<file path="src/rtl/vrf_write_arbiter.sv">
// vrf_write_arbiter: shares the vector register file write port between
// pipeline writeback (priority, never stalled) and an auxiliary loader that
// is buffered in a small FIFO. Also flags decode read hazards against pending
// aux entries and raises a starvation request when the FIFO head waits too long.
// Optional feature: define VRF_ARB_BYPASS_EN to let an aux request write
// straight through when the FIFO is empty and the port is idle.
module vrf_write_arbiter #(
  parameter int V        = 256,
  parameter int R        = 5,
  parameter int DEPTH    = 4,
  parameter int MAX_WAIT = 8
) (
  input  logic         clk,
  input  logic         rst,
  input  logic         RegWriteVW,
  input  logic [R-1:0] WA3W,
  input  logic [V-1:0] ResultVW,
  input  logic         aux_valid,
  output logic         aux_ready,
  input  logic [R-1:0] aux_addr,
  input  logic [V-1:0] aux_data,
  input  logic [R-1:0] RA1D,
  input  logic [R-1:0] RA2D,
  output logic         PendHitD,
  output logic         StarveReq,
  output logic         VWE3,
  output logic [R-1:0] VA3,
  output logic [V-1:0] VWD3
);

  localparam int PW = $clog2(DEPTH);
  localparam int CW = PW + 1;
  localparam int WW = $clog2(MAX_WAIT + 1);

  typedef enum logic [1:0] {IDLE, DRAIN, STARVE} state_t;

  logic [R-1:0]  addr_mem_q [DEPTH];
  logic [R-1:0]  addr_mem_d [DEPTH];
  logic [V-1:0]  data_mem_q [DEPTH];
  logic [V-1:0]  data_mem_d [DEPTH];
  logic [PW-1:0] rd_ptr_q, rd_ptr_d, wr_ptr_q, wr_ptr_d;
  logic [CW-1:0] count_q, count_d;
  logic [WW-1:0] wait_q, wait_d;
  state_t        state_q, state_d;

  logic empty, push, pop, byp;

  // Handshake and FIFO control; ready is forced low while reset is held
  always_comb begin
    empty     = (count_q == '0);
    aux_ready = rst & (count_q < CW'(DEPTH));
`ifdef VRF_ARB_BYPASS_EN
    byp       = aux_valid & aux_ready & empty & ~RegWriteVW;
`else
    byp       = 1'b0;
`endif
    pop       = ~RegWriteVW & ~empty;
    push      = aux_valid & aux_ready & ~byp;
  end

  // Write port mux: pipeline first, then FIFO head, then (optional) bypass
  always_comb begin
    VWE3 = 1'b0;
    VA3  = '0;
    VWD3 = '0;
    if (RegWriteVW) begin
      VWE3 = 1'b1;
      VA3  = WA3W;
      VWD3 = ResultVW;
    end else if (!empty) begin
      VWE3 = 1'b1;
      VA3  = addr_mem_q[rd_ptr_q];
      VWD3 = data_mem_q[rd_ptr_q];
    end else if (byp) begin
      VWE3 = 1'b1;
      VA3  = aux_addr;
      VWD3 = aux_data;
    end
  end

  // Decode hazard: any occupied slot (including one popping now) matching a read
  always_comb begin
    PendHitD = 1'b0;
    for (int i = 0; i < DEPTH; i++) begin
      if (CW'(i) < count_q) begin
        if (addr_mem_q[rd_ptr_q + PW'(i)] == RA1D ||
            addr_mem_q[rd_ptr_q + PW'(i)] == RA2D)
          PendHitD = 1'b1;
      end
    end
  end

  // Next-state: storage, pointers, occupancy, head wait counter, FSM
  always_comb begin
    addr_mem_d = addr_mem_q;
    data_mem_d = data_mem_q;
    if (push) begin
      addr_mem_d[wr_ptr_q] = aux_addr;
      data_mem_d[wr_ptr_q] = aux_data;
    end
    wr_ptr_d = wr_ptr_q + PW'(push);
    rd_ptr_d = rd_ptr_q + PW'(pop);
    count_d  = count_q + CW'(push) - CW'(pop);

    // head present and not popping can only mean it lost to writeback
    wait_d = wait_q;
    if (pop || empty)                wait_d = '0;
    else if (wait_q != WW'(MAX_WAIT)) wait_d = wait_q + 1'b1;

    state_d = state_q;
    case (state_q)
      IDLE:    if (push) state_d = DRAIN;
      DRAIN: begin
        if (count_d == '0)                state_d = IDLE;
        else if (wait_d == WW'(MAX_WAIT)) state_d = STARVE;
      end
      STARVE:  if (pop) state_d = (count_d == '0) ? IDLE : DRAIN;
      default: state_d = IDLE;
    endcase
  end

  assign StarveReq = (state_q == STARVE);

  // State registers; reset drops every pending aux entry
  always_ff @(posedge clk or negedge rst) begin
    if (!rst) begin
      for (int i = 0; i < DEPTH; i++) begin
        addr_mem_q[i] <= '0;
        data_mem_q[i] <= '0;
      end
      rd_ptr_q <= '0;
      wr_ptr_q <= '0;
      count_q  <= '0;
      wait_q   <= '0;
      state_q  <= IDLE;
    end else begin
      addr_mem_q <= addr_mem_d;
      data_mem_q <= data_mem_d;
      rd_ptr_q   <= rd_ptr_d;
      wr_ptr_q   <= wr_ptr_d;
      count_q    <= count_d;
      wait_q     <= wait_d;
      state_q    <= state_d;
    end
  end

endmodule

</file>
<file path="config.mk">
export PLATFORM = sky130hd
export DESIGN_NAME = vrf_write_arbiter
export DESIGN_NICKNAME = d
export VERILOG_FILES = /design/src/rtl/vrf_write_arbiter.sv
export SDC_FILE = /design/constraint.sdc
export NUM_CORES = 2
export LEC_CHECK = 0
export BUFFER_PORTS_ARGS = -buffer_cell sky130_fd_sc_hd__buf_2
export CAP_MARGIN = 20
export CORE_AREA = 2 2 309 311
export DETAILED_ROUTE_END_ITERATION = 6
export DIE_AREA = 0 0 311 313
export PLACE_DENSITY = 0.8
export REMOVE_ABC_BUFFERS = 1
export SLEW_MARGIN = 20
export SYNTH_ARGS = -nofsm -noshare
export SYNTH_HDL_FRONTEND = slang
export SYNTH_SLANG_ARGS = --single-unit
</file>
<file path="constraint.sdc">
create_clock -name clk -period 7.6 [get_ports clk]
set_clock_uncertainty 0.1 [all_clocks]
set_input_delay 1.52 -clock clk [delete_from_list [all_inputs] [get_ports clk]]
set_output_delay 1.52 -clock clk [all_outputs]
set_load 0.005 [all_outputs]
</file>
# Yosys cells after proc, flatten, opt, wreduce, memory -nomap -nowiden
# Cells that the tools add are included.
[op_classes]
add_sub_neg = 8
mul = 0
n_div = 0
order_cmp = 11
eq_ne = 15
n_shift = 0
n_mux = 43
n_bitwise = 10
n_reduce_logical = 10
[op_table]
columns = ["operator", "n"]
rows = [
  ["two-way mux 256 bit", 5],
  ["bitwise mux 1024 bit", 1],
  ["binary-select mux 256 bit (select 2 bit)", 1],
  ["demux 256 bit (select 2 bit)", 1],
  ["two-way mux 5 bit", 11],
  ["binary-select mux 5 bit (select 2 bit)", 4],
  ["equality test 5 bit", 8],
  ["bitwise mux 20 bit", 1],
  [">= comparator 3 bit (second input constant)", 5],
  ["NOT 2 -> 3 bit", 5],
  ["two-way mux 1 bit", 11],
  ["demux 5 bit (select 2 bit)", 1],
  ["two-way mux 2 bit", 4],
  ["two-way mux 4 bit", 2],
  ["zero test 3 bit", 2],
  ["less-than comparator 1 x 3 -> 1 bit (first input constant)", 2],
  ["less-than comparator 2 x 3 -> 1 bit (first input constant)", 2],
  ["one-hot mux 2 bit (3 select lines)", 1],
  ["logical OR 1 bit", 5],
  ["adder 2 x 1 -> 2 bit", 2],
  ["adder 2 bit (second input constant)", 2],
  ["adder 4 x 1 -> 4 bit (second input constant)", 1],
  ["equality test 4 bit (second input constant)", 1],
  ["inequality test 4 bit (second input constant)", 1],
  ["15 further kinds", 18],
]
[totals]
ff_bits = 1057
latch_bits = 0
ramBits = 0
mem_bits_ro = 0
in_bits = 536
out_inout_bits = 265
word_cells = 110
n_memories = 0

# Longest topological paths before layout
[logic_depth]
ltp_word = 14
ltp_mapped = 13
depth_no_buf = 11

# Least setup slack after synthesis
# OpenSTA, ideal clock, no wires.
[synth_timing]
path_type = "in2out"
start = "input port RegWriteVW"
end = "output port VWD3[150]"
arrival_ps = 2770
required_ps = 5980
path_slack_ps = 3210
stages = 6
path_buffers = 4
path_cell_list = "clkbuf_1 nor2_1 clkbuf_1 clkbuf_1 buf_1 a22o_1"
[synth_between]
elab_chain_cells = 1
[synth_lines]
columns = ["element", "line", "source"]
rows = [
  ["start, declared", "15", "input logic RegWriteVW,"],
  ["two-way mux 256 bit", "66", "if (RegWriteVW) begin"],
  ["end, declared", "28", "output logic [V-1:0] VWD3"],
]
# No other way between the ends.

# Worst setup path after layout
[layout_timing]
start = "register rd_ptr_q[0]"
end = "output port VWD3[2]"
[layout_between]
elab_chain_cells = 6
[layout_lines]
columns = ["element", "line", "source"]
rows = [
  ["start, declared", "41", "logic [PW-1:0] rd_ptr_q, rd_ptr_d, wr_ptr_q, wr_ptr_d;"],
  ["start signal, assigned", "139", "rd_ptr_q <= rd_ptr_d;"],
  ["NOT 2 -> 3 bit (not written as such)", "73", "VWD3 = data_mem_q[rd_ptr_q];"],
  ["binary-select mux 256 bit (select 2 bit)", "73", ""],
  ["two-way mux 256 bit (not written as such) (2 in a row)", "73", ""],
  ["two-way mux 256 bit", "70", "end else if (!empty) begin"],
  ["two-way mux 256 bit", "66", ""],
]
# No other way between the ends. The select of a mux whose other input is x is not followed.

==> flow_summary.toml <==
[cts]
worstSkewPairLatency_ns = 0.68
clk_pin_slew_ns = 0.06
cts-resized-gates = 0
cts_setup_buffers = 0
clock-root-buffer = "clkbuf_16"
ctsHoldBuffers = 0
cts-htree-levels = 3
cts_tree = "done"
cts-buffers-inserted = 108
numClockSinks = 1057
clk_path_buf_depth = 3

[yosys]
synth-seq-cells = 1057
yosysWarnings = 0
avgSynthCellArea_um2 = 16.1
synth_top_area_share_pct = 54.1
ys_seq_area_share_pct = 54.1
synth_top_area_cell = "dfrtp_1"
synthArstFlopShare_pct = 100
synth-edff-count = 0
synthDistinctLibCells = 47
ys.flop_type = "dfrtp_1"
synth_area_leaders = "dfrtp_1 (54%), mux2_1 (14%), mux4_2 (12%)"
syn_area_um2 = 48900
synth_cells = 3044

[power]
power_leakage_uw = 0.0264
switching_share_pct = 30.5
p_sw_uw = 7300
peakVddDrop_uv = 344
pwr-share-clk_pct = 22.5
seqPwrFrac_pct = 40.7
comb_power_share_pct = 36.8
power_density_nw_per_um2 = 416
internal_power_uw = 16600

[floorplanning]
die_area_um2 = 97300
die_h_um = 313
fp.dieW_um = 311
core.rowCount = 113
io-pin-count = 801
coreArea_um2 = 94200
start_util_pct = 51.9

[sta]
final.setup.tns_ns = 0
worst_pin_slew_ns = 1.10
maxSlewHeadroom_pct = 26.8
min_period_ns = 5.44
setup_viol = 0
period_share_pct = 71.6
rsz0062_at_grt = "no"
slew_violations = 0
clock.fmax_mhz = 184
hold_viol = 0

[global_routing]
grt_pass1_wl_um = 178000
grt_overflow_total = 0
first_global_vias = 31352
antenna_found_initial = 37
groute.usage.overall_pct = 23.1
grt_start_max_net_pins = 161

[worst_setup_path]
critical_path.max_stage_delay_ns = 0.93
worst-setup-path-type = "flop to output port"
critPathTopFamily = "buffers and inverters"
crit_required_ns = 5.98
critPathSlowestCell = "dfrtp_4"
crit_chain = "buf_12 > buf_4 > mux4_2 > a22o_1 > buf_2"
path_max_fanout = 68
cp-start-kind = "flop"
rrSetupSlack_ns = 4.06
worst-path-buf-inv = 3
end_kind = "output port"
critPathArrivalTime_ns = 3.82

[placement]
gp_congestion = 0.879
io_buffers = 800
dp_hpwl_um = 74300
place_area_um2 = 53900

[drt]
via_count = 29542
first_pass_iters = 4
ant_nets = 0
drc_errors = 0
dr.first_iter.drc_count = 1738
vias_per_cell = 5.76
wl_um = 113000
wire_per_inst_um = 22.0

[layout]
fin_nets = 4293
fin_area_um2 = 57600
layout-drive-gt1-share_pct = 45.4
finish.utilization_pct = 61.2
synthToLayoutAreaGrowth_pct = 17.8

[worst_hold_path]
hold_class = "flop to flop"

[flow_run]
max_cap_viol_count = 0

[outcome]
status = "completed"
-- logic make-up after synthesis --
family          share of synthesized area (%)
compound gates                           4.97
xor+xnor                                0.949
mux                                      36.7
fa+ha+maj                               0.194
simple gates                            0.586
buf+inv                                  2.51
flops                                    54.1
-- sequential cells by signal, indices dropped and copies added, names as in the netlist --
register / flops
addr_mem_q: 20
count_q: 3
data_mem_q: 1024
rd_ptr_q: 2
state_q: 2
wait_q: 4
wr_ptr_q: 2
-- power by group through the flow --
stage / Combinational [uW] / Clock (uW) / Sequential (uW)
3_3_place_gp: 8660 / 0 / 9650
3_5_place_dp: 8850 / 0 / 9820
2_1_floorplan: 7000 / 0 / 9660
6_report: 8800 / 5400 / 9750
5_1_grt: 9450 / 5740 / 10100
4_1_cts: 8910 / 5490 / 9750
-- cells in the final DEF, fill, tap and decap left out, types with 5 or more instances in the layout --
cell / count
dfrtp_1: 1055
buf_2: 798
mux2_1: 603
mux2_2: 455
a22o_1: 258
mux4_2: 256
clkbuf_16: 111
clkbuf_8: 30
xor2_1: 28
clkbuf_1: 26
xnor2_1: 25
diode_2: 23
buf_4: 18
buf_12: 18
nand2_1: 17
mux2i_1: 16
clkinv_2: 15
nor2_1: 11
inv_1: 8
bufinv_16: 7
ha_1: 6
o21ai_0: 5
a31oi_1: 5
nor3_1: 5
inv_6: 5
-- worst paths after layout --
| check | from | to | depth (start not counted) |
|---|---|---|---|
| max | rd_ptr_q[0] | VWD3[2] | 5 |
| min | data_mem_q[426] | data_mem_q[426] | 1 |
| max reg2reg | count_q[1] | state_q[1] | 12 |
| min reg2reg | data_mem_q[426] | data_mem_q[426] | 1 |
| max in group asynchronous | rst | data_mem_q[928] | 4 |
| min in group asynchronous | rst | data_mem_q[455] | 1 |
-- per-layer routing --
layer	global-route usage, %	vias up	wire length, um
met1	29.6	15588	45900
met3	4.17	153	5560
li1	-	13035	-
met5	0	-	186
met2	39.9	736	58600
met4	7.93	30	2620
-- metrics by stage --
| step | total power, uW | hold WS, ns | cells | setup WS [ns] |
|---|---|---|---|---|
| floorplan | 16700 | 0.352 | 2803 | -6.95 |
| global placement | 18300 | 0.361 | 4905 | 2.66 |
| detailed placement | 18700 | 0.370 | 4905 | 2.52 |
| CTS | 24200 | 0.385 | 5104 | 2.07 |
| global route | 25300 | 0.390 | 5122 | 1.91 |
| finish | 23900 | 0.381 | 5127 | 2.16 |
-- synth_stat cells (3+ instances only) --
library cell and number:
nor2_1 12, clkbuf_1 71, mux2_1 603, a21oi_1 3, mux2i_1 16, xnor2_1 25, nand2_1 18, xor2_1 28
inv_1 8, buf_4 30, mux4_2 256, nor4_1 4, dfrtp_1 1057, buf_1 14, nor3_1 6, o21ai_0 5
a31oi_1 5, mux2_2 455, mux2i_2 3, ha_1 6, mux2_4 3, nand3_1 5, buf_2 124, a22o_1 258
-- worst reg2reg max path, cell delays in order, from the launching register on --
cell     delay (ns)
dfrtp_1        0.44
nor3_2         0.64
nor2_4         0.29
buf_12         0.29
xnor2_1        0.24
ha_1           0.16
inv_1          0.05
fa_1           0.49
inv_1          0.05
or3_1          0.40
nand2_1        0.09
nor3_1         0.04
a21o_1         0.15
-- layout make-up --
| cell class | instances | area (um2) |
|---|---|---|
| clock inverters | 32 | 380 |
| multi-input cells | 1736 | 21300 |
| repair buffers | 837 | 4530 |
| flip-flops and latches | 1057 | 26500 |
| inverters | 10 | 37.5 |
| diodes | 23 | 57.6 |
| well taps | 1265 | 1580 |
| fillers | 7009 | 36600 |
| clock buffers | 167 | 3290 |
Power figures use the tool's default switching activity.
